===== config.mk =====
export PLATFORM = sky130hd
export DESIGN_NAME = multicycle_alu_flat
export DESIGN_NICKNAME = d
export VERILOG_FILES = /design/src/rtl/multicycle_alu_if.sv /design/src/rtl/multicycle_alu.sv /design/src/flat_wrapper.sv
export SDC_FILE = /design/constraint.sdc
export NUM_CORES = 1
export LEC_CHECK = 0
export ABC_AREA = 1
export CAP_MARGIN = 25
export CORE_ASPECT_RATIO = 0.75
export CORE_UTILIZATION = 60
export DETAILED_ROUTE_END_ITERATION = 7
export HOLD_SLACK_MARGIN = 0.05
export PLACE_DENSITY = 0.89
export SYNTH_ARGS = -nofsm -noshare
export SYNTH_HDL_FRONTEND = slang
export SYNTH_SLANG_ARGS = --single-unit

===== constraint.sdc =====
create_clock -name clk -period 6 [get_ports clk]
set_clock_uncertainty 0.1 [all_clocks]
set_input_delay 0.6 -clock clk [delete_from_list [all_inputs] [get_ports clk]]
set_output_delay 0.6 -clock clk [all_outputs]
set_load 0.01 [all_outputs]

===== src/rtl/multicycle_alu_if.sv =====
// multicycle_alu_if: request/operand/status bundle between the pipeline
// controller (master) and the multi-cycle ALU (slave).
interface multicycle_alu_if #(
  parameter int WIDTH = 8
);
  logic             start;
  logic [2:0]       op_code;
  logic [WIDTH-1:0] operand1;
  logic [WIDTH-1:0] operand2;
  logic             busy;
  logic             done;
  logic [WIDTH-1:0] result;
  logic             zero;
  logic             neg;
  logic             carry;
  logic             ovf;

  modport master (
    output start, op_code, operand1, operand2,
    input  busy, done, result, zero, neg, carry, ovf
  );

  modport slave (
    input  start, op_code, operand1, operand2,
    output busy, done, result, zero, neg, carry, ovf
  );
endinterface


===== src/rtl/multicycle_alu.sv =====
// multicycle_alu: registered ALU with a start/done handshake. Most ops finish
// at the start edge. MUL is an iterative shift-add that takes WIDTH cycles and
// works on latched operand copies. Status flags are registered with the result.
module multicycle_alu #(
  parameter  int WIDTH = 8,
  localparam int SHW   = $clog2(WIDTH)
) (
  input  logic              clk,
  input  logic              rst,
  multicycle_alu_if.slave   bus
);

  typedef enum logic [0:0] {
    ST_IDLE = 1'b0,
    ST_MUL  = 1'b1
  } state_t;

  localparam logic [2:0]       OP_ADD  = 3'b000;
  localparam logic [2:0]       OP_SUB  = 3'b001;
  localparam logic [2:0]       OP_AND  = 3'b010;
  localparam logic [2:0]       OP_NOT  = 3'b011;
  localparam logic [2:0]       OP_OR   = 3'b100;
  localparam logic [2:0]       OP_SHL  = 3'b101;
  localparam logic [2:0]       OP_MUL  = 3'b110;
  localparam logic [2:0]       OP_PASS = 3'b111;
  localparam logic [SHW-1:0]   CNT_LAST = SHW'(WIDTH - 1);
  localparam logic [SHW-1:0]   CNT_ONE  = {{(SHW-1){1'b0}}, 1'b1};
  localparam logic [WIDTH-1:0] ZERO_W   = {WIDTH{1'b0}};
  localparam int               MSB      = WIDTH - 1;

  state_t           state_r;
  state_t           state_nx_s;
  logic [WIDTH-1:0] op1_r;
  logic [WIDTH-1:0] op2_r;
  logic [WIDTH-1:0] acc_r;
  logic [SHW-1:0]   cnt_r;
  logic [WIDTH-1:0] result_r;
  logic             busy_r;
  logic             done_r;
  logic             zero_r;
  logic             neg_r;
  logic             carry_r;
  logic             ovf_r;

  logic             accept_s;
  logic             mul_last_s;
  logic [WIDTH-1:0] alu_res_s;
  logic             alu_carry_s;
  logic             alu_ovf_s;
  logic [WIDTH:0]   wide_s;
  logic [SHW-1:0]   sh_amt_s;
  logic [WIDTH-1:0] acc_nx_s;

  // A request is only taken while idle; starts during a multiply are dropped.
  assign accept_s   = (state_r == ST_IDLE) && bus.start;
  assign mul_last_s = (state_r == ST_MUL) && (cnt_r == CNT_LAST);

  // State register.
  always_ff @(posedge clk or posedge rst) begin
    if (rst) begin
      state_r <= ST_IDLE;
    end else begin
      state_r <= state_nx_s;
    end
  end

  // Next-state logic: only MUL leaves IDLE, and it returns after WIDTH steps.
  always_comb begin
    state_nx_s = state_r;
    case (state_r)
      ST_IDLE: begin
        if (accept_s && (bus.op_code == OP_MUL)) begin
          state_nx_s = ST_MUL;
        end else begin
          state_nx_s = ST_IDLE;
        end
      end
      ST_MUL: begin
        if (cnt_r == CNT_LAST) begin
          state_nx_s = ST_IDLE;
        end else begin
          state_nx_s = ST_MUL;
        end
      end
      default: state_nx_s = ST_IDLE;
    endcase
  end

  // Single-cycle datapath: result, carry/borrow/shift-out and signed overflow.
  always_comb begin
    alu_res_s   = ZERO_W;
    alu_carry_s = 1'b0;
    alu_ovf_s   = 1'b0;
    wide_s      = {(WIDTH+1){1'b0}};
    sh_amt_s    = bus.operand2[SHW-1:0];
    case (bus.op_code)
      OP_ADD: begin
        wide_s      = {1'b0, bus.operand1} + {1'b0, bus.operand2};
        alu_res_s   = wide_s[WIDTH-1:0];
        alu_carry_s = wide_s[WIDTH];
        alu_ovf_s   = (bus.operand1[MSB] == bus.operand2[MSB]) &&
                      (alu_res_s[MSB] != bus.operand1[MSB]);
      end
      OP_SUB: begin
        // The extra top bit of the difference is the unsigned borrow.
        wide_s      = {1'b0, bus.operand1} - {1'b0, bus.operand2};
        alu_res_s   = wide_s[WIDTH-1:0];
        alu_carry_s = wide_s[WIDTH];
        alu_ovf_s   = (bus.operand1[MSB] != bus.operand2[MSB]) &&
                      (alu_res_s[MSB] != bus.operand1[MSB]);
      end
      OP_AND:  alu_res_s = bus.operand1 & bus.operand2;
      OP_NOT:  alu_res_s = ~bus.operand2;
      OP_OR:   alu_res_s = bus.operand1 | bus.operand2;
      OP_SHL: begin
        // Shifting into a one-bit-wider word leaves the last bit out on top.
        wide_s      = {1'b0, bus.operand1} << sh_amt_s;
        alu_res_s   = wide_s[WIDTH-1:0];
        alu_carry_s = wide_s[WIDTH];
      end
      OP_MUL:  alu_res_s = ZERO_W;
      OP_PASS: alu_res_s = bus.operand1;
      default: alu_res_s = ZERO_W;
    endcase
  end

  // One shift-add step: add the shifted multiplicand when the current multiplier bit is set.
  always_comb begin
    acc_nx_s = acc_r;
    if (op2_r[cnt_r]) begin
      acc_nx_s = acc_r + (op1_r << cnt_r);
    end else begin
      acc_nx_s = acc_r;
    end
  end

  // Operand latches, multiply accumulator, and registered result/flags/handshake.
  always_ff @(posedge clk or posedge rst) begin
    if (rst) begin
      op1_r    <= ZERO_W;
      op2_r    <= ZERO_W;
      acc_r    <= ZERO_W;
      cnt_r    <= {SHW{1'b0}};
      result_r <= ZERO_W;
      busy_r   <= 1'b0;
      done_r   <= 1'b0;
      zero_r   <= 1'b0;
      neg_r    <= 1'b0;
      carry_r  <= 1'b0;
      ovf_r    <= 1'b0;
    end else begin
      done_r <= 1'b0;
      busy_r <= (state_nx_s == ST_MUL);
      if (accept_s) begin
        if (bus.op_code == OP_MUL) begin
          op1_r <= bus.operand1;
          op2_r <= bus.operand2;
          acc_r <= ZERO_W;
          cnt_r <= {SHW{1'b0}};
        end else begin
          result_r <= alu_res_s;
          zero_r   <= (alu_res_s == ZERO_W);
          neg_r    <= alu_res_s[MSB];
          carry_r  <= alu_carry_s;
          ovf_r    <= alu_ovf_s;
          done_r   <= 1'b1;
        end
      end else if (state_r == ST_MUL) begin
        acc_r <= acc_nx_s;
        cnt_r <= cnt_r + CNT_ONE;
        if (mul_last_s) begin
          result_r <= acc_nx_s;
          zero_r   <= (acc_nx_s == ZERO_W);
          neg_r    <= acc_nx_s[MSB];
          carry_r  <= 1'b0;
          ovf_r    <= 1'b0;
          done_r   <= 1'b1;
        end
      end
    end
  end

  assign bus.busy   = busy_r;
  assign bus.done   = done_r;
  assign bus.result = result_r;
  assign bus.zero   = zero_r;
  assign bus.neg    = neg_r;
  assign bus.carry  = carry_r;
  assign bus.ovf    = ovf_r;

endmodule

===== src/flat_wrapper.sv =====
// flat-port wrapper written by rule: the top's interface ports become plain ports
module multicycle_alu_flat 
#(
  parameter  int WIDTH = 8,
  localparam int SHW   = $clog2(WIDTH)
)
  (clk, rst, bus_start, bus_op_code, bus_operand1, bus_operand2, bus_busy, bus_done, bus_result, bus_zero, bus_neg, bus_carry, bus_ovf);
  multicycle_alu_if #(.WIDTH(WIDTH)) bus_i ();
  input  logic clk;
  input  logic rst;
  input wire logic [$bits(bus_i.start)-1:0] bus_start;
  input wire logic [$bits(bus_i.op_code)-1:0] bus_op_code;
  input wire logic [$bits(bus_i.operand1)-1:0] bus_operand1;
  input wire logic [$bits(bus_i.operand2)-1:0] bus_operand2;
  output wire logic [$bits(bus_i.busy)-1:0] bus_busy;
  output wire logic [$bits(bus_i.done)-1:0] bus_done;
  output wire logic [$bits(bus_i.result)-1:0] bus_result;
  output wire logic [$bits(bus_i.zero)-1:0] bus_zero;
  output wire logic [$bits(bus_i.neg)-1:0] bus_neg;
  output wire logic [$bits(bus_i.carry)-1:0] bus_carry;
  output wire logic [$bits(bus_i.ovf)-1:0] bus_ovf;
  assign bus_i.start = bus_start;
  assign bus_i.op_code = bus_op_code;
  assign bus_i.operand1 = bus_operand1;
  assign bus_i.operand2 = bus_operand2;
  assign bus_busy = bus_i.busy;
  assign bus_done = bus_i.done;
  assign bus_result = bus_i.result;
  assign bus_zero = bus_i.zero;
  assign bus_neg = bus_i.neg;
  assign bus_carry = bus_i.carry;
  assign bus_ovf = bus_i.ovf;
  multicycle_alu #(.WIDTH(WIDTH)) u_core (.clk(clk), .rst(rst), .bus(bus_i));
endmodule

==> metrics.yaml <==
worst_setup_path:
  endpoint_kind: "flip-flop"
  critPathLaunchType: "flip-flop"
  critical_path_class: "reg -> reg"
  worstPathRequired_ns: 6.14
  reg2reg_depth: 13
  critical_path_arrival_ns: 3.21
  crit_fanout: 17
clocking:
  cts.clk_slew.worst_paths_ns: 0.08
  cts_made_buffers: 5
  cts-resized-gates: 0
  cts_root_buf: "clkbuf_8"
  cts-htree-levels: 2
  clk_path_buf_depth: 2
  tritoncts: "built"
  cts_setup_buffers: 0
  cts_sinks: 40
  cts-hold-fix-buffers: 0
  clock_latency_ns: 0.30
timing:
  max_freq_mhz: 326
  min_period_ns: 3.07
  drv_slew: 0
  maxSlewHeadroom: 0.454
  fin_tns_setup_ns: 0
  holdWs_ns: 0.400
  worstMarginPinSlew_ns: 0.817
  setup_slack_ns: 2.93
  finalCritPeriodShare: 0.512
  rsz0062_at_grt: "false"
  hold_viol_final: 0
  finalSetupViolCount: 0
pwr:
  p_total_mw: 1.99
  power.density_nw_per_um2: 442
  vdd_drop_max_mv: 0.276
  leakagePower_nw: 2.31
finish:
  fin_util: 0.697
  drive_above_1_share: 0.0845
  final_common_cell: "nand2_1"
  syn2layout_area_growth_pct: 9.72
  fin_cells: 720
  finalNetCount: 697
  fillers: 584
  final_cell_area_um2: 4490
  diodes: 0
  multiInputGateArea_um2: 2630
  regArea_um2: 1000
  final_cell_mix: "nand2_1, nand3_1, inv_1"
global_route:
  gr-total-overflow: 0
  grt_pass1_vias: 3889
  grt_max_degree: 41
  grt_pass1_wl_um: 19800
  grt.total_usage: 0.355
  antenna_found_initial: 0
yosys:
  synth_cells: 616
  syn_nets: 675
  yosysWarnings: 0
  synth_area_per_cell_um2: 6.65
  ys_ff_latch: 40
  ys_types: 42
  netlist_area_um2: 4100
  yosysSeqAreaShare: 0.244
place:
  place_inst: 712
  portBuffers: 35
  dpl_worst_slack_ns: 2.75
  gp_congestion: 1.00
  dp_hpwl_um: 9700
  post_dp_cell_area_um2: 4400
routing:
  postRouteAntennaNets: 0
  drt_iter0_markers: 496
  drt-pass1-iter-count: 7
  drc: 0
  wl_met3_um: 1620
  viasPerCell: 6.08
  via_count: 4379
  top_layer_used: "met4"
  met2_length_um: 5130
  routed_wl_um: 12400
  wl_met1_um: 5430
  wl_per_cell_um: 17.3
floorplan:
  initial_utilization: 0.636
  rows: 25
  die_h_um: 73.5
  die_area_um2: 7160
  coreArea_um2: 6440
  die_x_um: 97.4
  io_pins: 36
flow_run:
  max_cap_violations: 0
status:
  status: "finished, final reports clean"
hold_path:
  min_path_type: "reg -> reg"
  hold_depth: 2
worst max-delay path, stage by stage (launching register included):
cell	delay, ns
dfrtp_1	0.75
o21ai_0	0.24
o21ai_0	0.25
nor2_1	0.10
ha_1	0.37
a21oi_1	0.20
nand2_1	0.14
nand2_1	0.11
nand3b_1	0.09
a31oi_2	0.33
nand4_1	0.15
nand2_1	0.08
nand2_1	0.05
nand2_1	0.06
cells by family after synthesis:
logic type | synth area share
xor+xnor | 0.00642
flops | 0.244
mux | 0.00244
simple gates | 0.402
buf+inv | 0.114
compound gates | 0.112
fa+ha+maj | 0.119
final timing paths:
path / startpoint / to / slack [ns]
worst min-delay path: u_core.op2_r[7]$_DFFE_PP0P_ / u_core.op2_r[7]$_DFFE_PP0P_ / 0.40
worst min register to register: u_core.op2_r[7]$_DFFE_PP0P_ / u_core.op2_r[7]$_DFFE_PP0P_ / 0.40
worst max register to register: u_core.cnt_r[0]$_DFFE_PP0P_ / u_core.bus.zero$_DFFE_PP0P_ / 2.93
max in group asynchronous: rst / u_core.op2_r[6]$_DFFE_PP0P_ / 4.81
worst max-delay path: u_core.cnt_r[0]$_DFFE_PP0P_ / u_core.bus.zero$_DFFE_PP0P_ / 2.93
min in group asynchronous: rst / u_core.acc_r[7]$_DFFE_PP0P_ / 0.63
Yosys cell counts (all sizes together):
cell type | count | area (um^2)
xnor2 | 1 | 8.76
nor3 | 2 | 15.0
o21bai | 1 | 7.51
clkbuf | 2 | 7.51
a21oi | 18 | 90.1
ha | 34 | 425
o22ai | 10 | 62.6
or2 | 4 | 25.0
mux2i | 1 | 10.0
inv | 81 | 309
o21ai | 39 | 195
nor2 | 54 | 238
nand4 | 21 | 131
nand3 | 85 | 490
dfrtp | 40 | 1000
fa | 3 | 60.1
nand2 | 182 | 718
buf | 19 | 148
o31ai | 1 | 7.51
a221oi | 3 | 26.3
o211ai | 2 | 15.0
xor2 | 2 | 17.5
clkinv | 1 | 3.75
nand3b | 4 | 30.0
a31oi | 1 | 12.5
o2111ai | 1 | 8.76
a211oi | 3 | 22.5
a22o | 1 | 8.76
state kept, by name, indices dropped and copies added (netlist names):
register	count
u_core.bus.ovf	1
u_core.bus.result	8
u_core.bus.carry	1
u_core.acc_r	8
u_core.bus.zero	1
u_core.op1_r	8
u_core.op2_r	8
u_core.state_r	1
u_core.bus.done	1
u_core.cnt_r	3
per-layer routing:
metal	GRT usage	vias to the layer above
met5	0	-
met4	0.0850	0
met3	0.0733	27
met2	0.542	291
met1	0.515	1995
li1	-	2066
cell type report:
| cell class | instances | share of cell area |
|---|---|---|
| repair buffers | 36 | 0.0796 |
| well taps | 81 | 0.0226 |
| clock inverters | 1 | 0.00167 |
| clock buffers | 7 | 0.0192 |
| flip-flops and latches | 40 | 0.223 |
| inverters | 82 | 0.0696 |
| multi-input cells | 473 | 0.585 |
power by group:
part / internal, mW / total [mW] / switching, mW
combinational: 0.473 / 1.27 / 0.801
sequential: 0.397 / 0.520 / 0.122
clock: 0.0936 / 0.194 / 0.100
Power figures use the tool's default switching activity.
